File: src/rtl/rv32i_pkg.sv
// Shared RV32I load/store definitions: funct3 width codes, LSU state enum, legality helpers.
package rv32i_pkg;

   localparam logic [2:0] F3Lb  = 3'b000;
   localparam logic [2:0] F3Lh  = 3'b001;
   localparam logic [2:0] F3Lw  = 3'b010;
   localparam logic [2:0] F3Lbu = 3'b100;
   localparam logic [2:0] F3Lhu = 3'b101;
   localparam logic [2:0] F3Sb  = 3'b000;
   localparam logic [2:0] F3Sh  = 3'b001;
   localparam logic [2:0] F3Sw  = 3'b010;

   typedef enum logic [1:0] {
      StIdle,
      StReq,
      StWait,
      StDone
   } lsu_state_e;

   // Unsigned variants exist only for loads.
   function automatic logic funct3_legal(input logic we, input logic [2:0] f3);
      case (f3)
         F3Lb, F3Lh, F3Lw: return 1'b1;
         F3Lbu, F3Lhu:     return !we;
         default:          return 1'b0;
      endcase
   endfunction

   function automatic logic misaligned(input logic [1:0] size, input logic [1:0] lo);
      case (size)
         2'b01:   return lo[0];
         2'b10:   return lo != 2'b00;
         default: return 1'b0;
      endcase
   endfunction

endpackage

File: src/rtl/load_align.sv
// Combinational lane logic: byte enables, store-data replication, load extract and extension.
module load_align
   import rv32i_pkg::*;
(
   input  logic [2:0]  funct3,
   input  logic [1:0]  addr_lo,
   input  logic [31:0] wdata,
   input  logic [31:0] mem_rdata,
   output logic [3:0]  be,
   output logic [31:0] store_data,
   output logic [31:0] load_data
);

   logic [7:0]  lane_byte;
   logic [15:0] lane_half;
   logic        sign_ext;

   always_comb begin
      case (addr_lo)
         2'b00:   lane_byte = mem_rdata[7:0];
         2'b01:   lane_byte = mem_rdata[15:8];
         2'b10:   lane_byte = mem_rdata[23:16];
         default: lane_byte = mem_rdata[31:24];
      endcase
      lane_half = addr_lo[1] ? mem_rdata[31:16] : mem_rdata[15:0];
      sign_ext  = ~funct3[2];

      be         = 4'b1111;
      store_data = wdata;
      load_data  = mem_rdata;
      case (funct3[1:0])
         2'b00: begin
            be         = 4'b0001 << addr_lo;
            store_data = {4{wdata[7:0]}};
            load_data  = {{24{sign_ext & lane_byte[7]}}, lane_byte};
         end
         2'b01: begin
            be         = 4'b0011 << {addr_lo[1], 1'b0};
            store_data = {2{wdata[15:0]}};
            load_data  = {{16{sign_ext & lane_half[15]}}, lane_half};
         end
         default: ;
      endcase
   end

endmodule

File: src/rtl/load_store_unit.sv
// RV32I load/store unit: req/gnt/rvalid bus FSM with timeout and registered outputs.
// Optional LSU_MISALIGN_TRAP_EN faults misaligned halfword/word accesses before the bus.
module load_store_unit
   import rv32i_pkg::*;
#(
   parameter int unsigned TIMEOUT_CYCLES = 255
) (
   input  logic        clk,
   input  logic        rst,
   input  logic        start,
   input  logic        we,
   input  logic [2:0]  funct3,
   input  logic [31:0] addr,
   input  logic [31:0] wdata,
   output logic        busy,
   output logic        done,
   output logic [31:0] rdata,
   output logic        err,
   output logic        mem_req,
   input  logic        mem_gnt,
   output logic [31:0] mem_addr,
   output logic        mem_we,
   output logic [3:0]  mem_be,
   output logic [31:0] mem_wdata,
   input  logic        mem_rvalid,
   input  logic [31:0] mem_rdata
);

   localparam int unsigned CntW = $clog2(TIMEOUT_CYCLES);
   localparam logic [CntW-1:0] CntMax = CntW'(TIMEOUT_CYCLES - 1);

   lsu_state_e      state_q, state_d;
   logic [CntW-1:0] cnt_q, cnt_d, cnt_inc;
   logic            we_q;
   logic [2:0]      funct3_q;
   logic [1:0]      addr_lo_q;
   logic [31:0]     rdata_q, rdata_d;
   logic            busy_q, done_q, err_q, mem_req_q, mem_we_q;
   logic [3:0]      mem_be_q;
   logic [31:0]     mem_addr_q, mem_wdata_q;

   logic            accept, fault, legal, bad_align;
   logic [2:0]      align_f3;
   logic [1:0]      align_addr;
   logic [3:0]      align_be;
   logic [31:0]     align_wdata, align_rdata;

   assign legal = funct3_legal(we, funct3);
`ifdef LSU_MISALIGN_TRAP_EN
   assign bad_align = misaligned(funct3[1:0], addr[1:0]);
`else
   assign bad_align = 1'b0;
`endif

   // Live request fields feed the aligner in IDLE; latched fields once the access is underway.
   assign align_f3   = (state_q == StIdle) ? funct3 : funct3_q;
   assign align_addr = (state_q == StIdle) ? addr[1:0] : addr_lo_q;

   load_align u_load_align (
      .funct3     (align_f3),
      .addr_lo    (align_addr),
      .wdata      (wdata),
      .mem_rdata  (mem_rdata),
      .be         (align_be),
      .store_data (align_wdata),
      .load_data  (align_rdata)
   );

   always_comb begin
      state_d = state_q;
      cnt_d   = cnt_q;
      rdata_d = rdata_q;
      accept  = 1'b0;
      fault   = 1'b0;
      // Saturates so a late grant still leaves the remaining budget exhausted.
      cnt_inc = (cnt_q == CntMax) ? cnt_q : cnt_q + 1'b1;
      case (state_q)
         StIdle: begin
            if (start) begin
               if (!legal || bad_align) begin
                  state_d = StDone;
                  fault   = 1'b1;
               end else begin
                  state_d = StReq;
                  accept  = 1'b1;
                  cnt_d   = '0;
               end
            end
         end
         StReq: begin
            cnt_d = cnt_inc;
            if (mem_gnt) begin
               state_d = StWait;
            end else if (cnt_q == CntMax) begin
               state_d = StDone;
               fault   = 1'b1;
            end
         end
         StWait: begin
            cnt_d = cnt_inc;
            if (mem_rvalid) begin
               state_d = StDone;
               if (!we_q) rdata_d = align_rdata;
            end else if (cnt_q == CntMax) begin
               state_d = StDone;
               fault   = 1'b1;
            end
         end
         StDone:  state_d = StIdle;
         default: state_d = StIdle;
      endcase
   end

   always_ff @(posedge clk or posedge rst) begin
      if (rst) begin
         state_q     <= StIdle;
         cnt_q       <= '0;
         we_q        <= 1'b0;
         funct3_q    <= '0;
         addr_lo_q   <= '0;
         rdata_q     <= '0;
         busy_q      <= 1'b0;
         done_q      <= 1'b0;
         err_q       <= 1'b0;
         mem_req_q   <= 1'b0;
         mem_we_q    <= 1'b0;
         mem_be_q    <= '0;
         mem_addr_q  <= '0;
         mem_wdata_q <= '0;
      end else begin
         state_q   <= state_d;
         cnt_q     <= cnt_d;
         rdata_q   <= rdata_d;
         busy_q    <= (state_d != StIdle);
         done_q    <= (state_d == StDone);
         err_q     <= fault;
         mem_req_q <= (state_d == StReq);
         mem_we_q  <= (state_d == StReq) && (accept ? we : we_q);
         if (accept) begin
            we_q        <= we;
            funct3_q    <= funct3;
            addr_lo_q   <= addr[1:0];
            mem_addr_q  <= {addr[31:2], 2'b00};
            mem_be_q    <= align_be;
            mem_wdata_q <= we ? align_wdata : 32'h0;
         end
      end
   end

   assign busy      = busy_q;
   assign done      = done_q;
   assign err       = err_q;
   assign rdata     = rdata_q;
   assign mem_req   = mem_req_q;
   assign mem_we    = mem_we_q;
   assign mem_be    = mem_be_q;
   assign mem_addr  = mem_addr_q;
   assign mem_wdata = mem_wdata_q;

endmodule

File: config.mk
export PLATFORM = sky130hd
export DESIGN_NAME = load_store_unit
export DESIGN_NICKNAME = d
export VERILOG_FILES = /design/src/rtl/rv32i_pkg.sv /design/src/rtl/load_align.sv /design/src/rtl/load_store_unit.sv
export SDC_FILE = /design/constraint.sdc
export NUM_CORES = 1
export LEC_CHECK = 0
export ABC_AREA = 1
export BUFFER_PORTS_ARGS = -buffer_cell sky130_fd_sc_hd__buf_2
export CAP_MARGIN = 20
export CORE_ASPECT_RATIO = 1.5
export CORE_MARGIN = 10
export CORE_UTILIZATION = 46
export CTS_CLUSTER_SIZE = 25
export DETAILED_ROUTE_END_ITERATION = 10
export PLACE_DENSITY = 0.83
export REMOVE_ABC_BUFFERS = 1
export SLEW_MARGIN = 15
export SYNTH_ARGS = -nofsm -noshare
export SYNTH_HDL_FRONTEND = slang
export SYNTH_SLANG_ARGS = --single-unit
File: constraint.sdc
create_clock -name clk -period 3.3 [get_ports clk]
set_clock_uncertainty 0.1 [all_clocks]
set_input_delay 0.33 -clock clk [delete_from_list [all_inputs] [get_ports clk]]
set_output_delay 0.33 -clock clk [all_outputs]
set_load 0.01 [all_outputs]
==> flow_summary_export.csv <==
group,metric,value,unit
run_status,run_status,"finished clean",
synthesis,synthesis.area_per_instance,7.97,µm²
sta,fin_tns_setup,0,ns
clock_network,htree_levels,4,
grt,initial_antenna_violation_count,2,
grt,first_global_vias,5815,
power_and_ir_drop,vdd_ir_drop_max,0.000546,V
drt,drt.antenna.violating_nets,0,
worst_setup_path,timing.critical_path.arrival,3.00,ns
synthesis,synth_area,6180,µm²
synthesis,yosysSeqAreaShare,48.1,%
flow_run,max_cap_violations,0,
finish,stdcell_count,1150,
sta,max_clock_freq,358,MHz
synthesis,netlist-cell-type-count,37,
drt,initialDrtViolationCount,322,
sta,timing.final.hold_violations,0,
sta,final_worst_path_period_need,2.79,ns
floorplan,design.portCount,210,
sta,slew_headroom,49.1,%
floorplan,die_h,162,µm
synthesis,synth_top_area_share,48.1,%
sta,grt_setup_unrepaired,"false",
worst_setup_path,critical_path_required,3.50,ns
placement,dp_hpwl,13.8,mm
placement,numPlacedInstances,1117,
worst_setup_path,worstSetupStartpointType,"register",
worst_setup_path,path_buf_inv,4,
clock_network,cts_inserted_buffers,17,
hold_path,timing.hold.worst.class,"in2reg",
finish,antenna_cells_inserted,0,
grt,grt_usage,19.2,%
worst_setup_path,critPathMaxStageDelay,0.56,ns
drt,detail_route.first_pass.iterations,5,
power_and_ir_drop,cellPowerDensity,1030,nW/µm²
worst_setup_path,cp-end-kind,"register",
synthesis,synth.largest_area_cell,"sky130_fd_sc_hd__dfrtp_1",
finish,area_growth,27.7,%
floorplan,initial_utilization,47.3,%
synthesis,yosys_register_bits,119,
grt,gr-total-overflow,0,
placement,placedInstanceArea,7300,µm²
placement,place_congestion,0.847,
clock_network,tritoncts_clock_tree,"done",
drt,wl_per_cell,16.1,µm
clock_network,cts_root_buffer,"sky130_fd_sc_hd__clkbuf_16",
worst_setup_path,crit_path_top_delay_cell,"sky130_fd_sc_hd__ha_1",
drt,drt_wl_total,18.5,mm
worst_setup_path,critical-path-top-delay-family,"simple AND/OR/NAND/NOR gates",
floorplan,floorplan.core_area,13100,µm²
worst_setup_path,cp_cell_sequence,"inv_1, ha_1, inv_2, nand2_1, nand2_2, buf_4, o21ai_1, nand3b_4, nand3_2, nand2_1, inv_1",
sta,setup_viol_count_final,0,
sta,timing_worst_slew_pin_value,0.759,ns
clock_network,path_clk_slew,0.06,ns
grt,largest_net_degree_at_the_start_of_global_routing,71,
sta,final_cycle_share,84.6,%
synthesis,synthesis.yosys.warnings,0,
finish,num-nets-final,1089,
worst_setup_path,critical_path_class,"reg2reg",
power_and_ir_drop,cellLeakagePower,4.32,nW
worst_setup_path,reg2reg_setup_slack,0.51,ns
clock_network,cts_sinks,119,
clock_network,cts.path.max_buffers,2,
drt,num_vias,5775,
floorplan,die_boundary_width,115,µm
floorplan,row_count,51,
grt,grt_first_pass_wirelength,29.0,mm
floorplan,fp.dieArea,18600,µm²
drt,post_drt_via_cell_ratio,5.02,
placement,io_buffer_count,207,
clock_network,post-cts-setup-buffers,0,
sta,timing_max_transition_violations_final,0,
synthesis,synth_cells,776,
worst_setup_path,critical_path_peak_fanout,16,
drt,drc_errors_left,0,
clock_network,later_pin_clock_latency_in_the_skew_report,0.41,ns
clock_network,cts_repair_resizes,0,
finish,final.fill_count,1186,
finish,finished_cell_area,7900,µm²
synthesis,ys_top_cells_by_area,"sky130_fd_sc_hd__dfrtp_1 48%, sky130_fd_sc_hd__nand2_1 17%, sky130_fd_sc_hd__o21ai_0 5.7%",
finish,layout-drive-gt1-share,32.7,%
[logic make-up after synthesis]
kind of cell / synth area share, %
flops: 48.1
simple gates: 30.0
xor+xnor: 0.708
buf+inv: 7.57
compound gates: 12.3
fa+ha+maj: 1.21
other cells: 0.0606
[state kept, by name, indices dropped and copies added, names as in the netlist]
name	count
mem_wdata	32
rdata	32
mem_addr	30
cnt_q	8
mem_be	4
funct3_q	3
addr_lo_q	2
state_q	2
busy	1
done	1
err	1
mem_req	1
mem_we	1
we_q	1
[worst min-delay path: stages]
cell and delay, ns:
sky130_fd_sc_hd__buf_2 0.07, sky130_fd_sc_hd__nand2_1 0.04, sky130_fd_sc_hd__nand2_1 0.04
[repair_timing]
action | 4_1_cts | 5_1_grt
endpoints found under the setup margin | 0 | 0
endpoints found under the hold margin | 52 | 0
hold buffers | 1 | 0
[where the power goes]
part / switching (mW) / leakage [nW] / total (mW) / internal (mW)
Clock: 0.721 / 0.289 / 1.85 / 1.13
Combinational: 2.43 / 2.54 / 3.78 / 1.35
Sequential: 0.344 / 1.49 / 2.47 / 2.13
Total: 3.50 / 4.32 / 8.10 / 4.61
[Yosys cell counts, drive strengths merged]
cell type and instances:
o21ai 94, o22ai 1, xor2 3, or2 24, a21o 3, clkbuf 18, dfrtp 119, nand3 48
inv 67, buf 17, clkinv 1, ha 6, nand2 287, o31ai 3, nor2 40, nand3b 1
xnor2 2, conb 1, a21oi 36, nand4 1, o21a 4
[final cells by class]
| cell class | count | area (µm²) | area share, % |
|---|---|---|---|
| clock buffer | 17 | 425 | 5.39 |
| clock inverter | 15 | 165 | 2.09 |
| inverter | 68 | 258 | 3.26 |
| multi-input combinational | 555 | 2750 | 34.8 |
| sequential | 119 | 2980 | 37.7 |
| tap | 159 | 199 | 2.52 |
| timing repair buffer | 217 | 1130 | 14.3 |
[cells in the final DEF (no fill, tap or decap), types with 4 or more instances in the layout]
cell type | Yosys | routed
sky130_fd_sc_hd__nand2_4 | 4 | 4
sky130_fd_sc_hd__nand2_1 | 272 | 272
sky130_fd_sc_hd__o21ai_2 | 5 | 5
sky130_fd_sc_hd__nand2_2 | 10 | 10
sky130_fd_sc_hd__clkinv_4 | 0 | 4
sky130_fd_sc_hd__nand3_1 | 27 | 27
sky130_fd_sc_hd__buf_2 | 3 | 207
sky130_fd_sc_hd__a21oi_1 | 36 | 36
sky130_fd_sc_hd__o21ai_0 | 70 | 70
sky130_fd_sc_hd__nand3_2 | 20 | 20
sky130_fd_sc_hd__o21ai_1 | 18 | 18
sky130_fd_sc_hd__nor2_1 | 37 | 36
sky130_fd_sc_hd__dfrtp_1 | 119 | 119
sky130_fd_sc_hd__inv_2 | 4 | 4
sky130_fd_sc_hd__or2_2 | 24 | 24
sky130_fd_sc_hd__ha_1 | 6 | 6
sky130_fd_sc_hd__inv_6 | 0 | 6
sky130_fd_sc_hd__o21a_1 | 4 | 4
sky130_fd_sc_hd__inv_1 | 63 | 62
sky130_fd_sc_hd__clkbuf_16 | 0 | 17
sky130_fd_sc_hd__buf_4 | 2 | 8
[stage by stage]
step           hold WS [ns]  setup slack [ns]  power [mW]  util (%)
6_report             0.0106             0.508        8.10      60.4
2_1_floorplan         0.340            -0.287        4.86         -
5_1_grt              0.0159             0.241        8.74      60.4
3_5_place_dp          0.361             0.539        6.30      55.8
3_3_place_gp          0.356             0.624        6.18      55.8
4_1_cts             0.00181             0.516        8.19      60.4
[routing by layer]
layer  vias up  part of all wire (%)  GRT usage (%)
met5         -                  0.13              0
met4         4                   2.5           7.66
met3        35                   7.3           6.05
met2       200                    51           33.9
met1      2674                    39           20.6
li1       2862                     -              -
[final timing paths]
check / start / end / depth (start not counted)
max: state_q[0] / rdata[31] / 11
min: addr[7] / mem_addr[7] / 3
max reg2reg: state_q[0] / rdata[31] / 11
min reg2reg: mem_be[3] / mem_be[3] / 2
max in group asynchronous: rst / we_q / 4
min in group asynchronous: rst / rdata[8] / 3
Power figures use the tool's default switching activity.
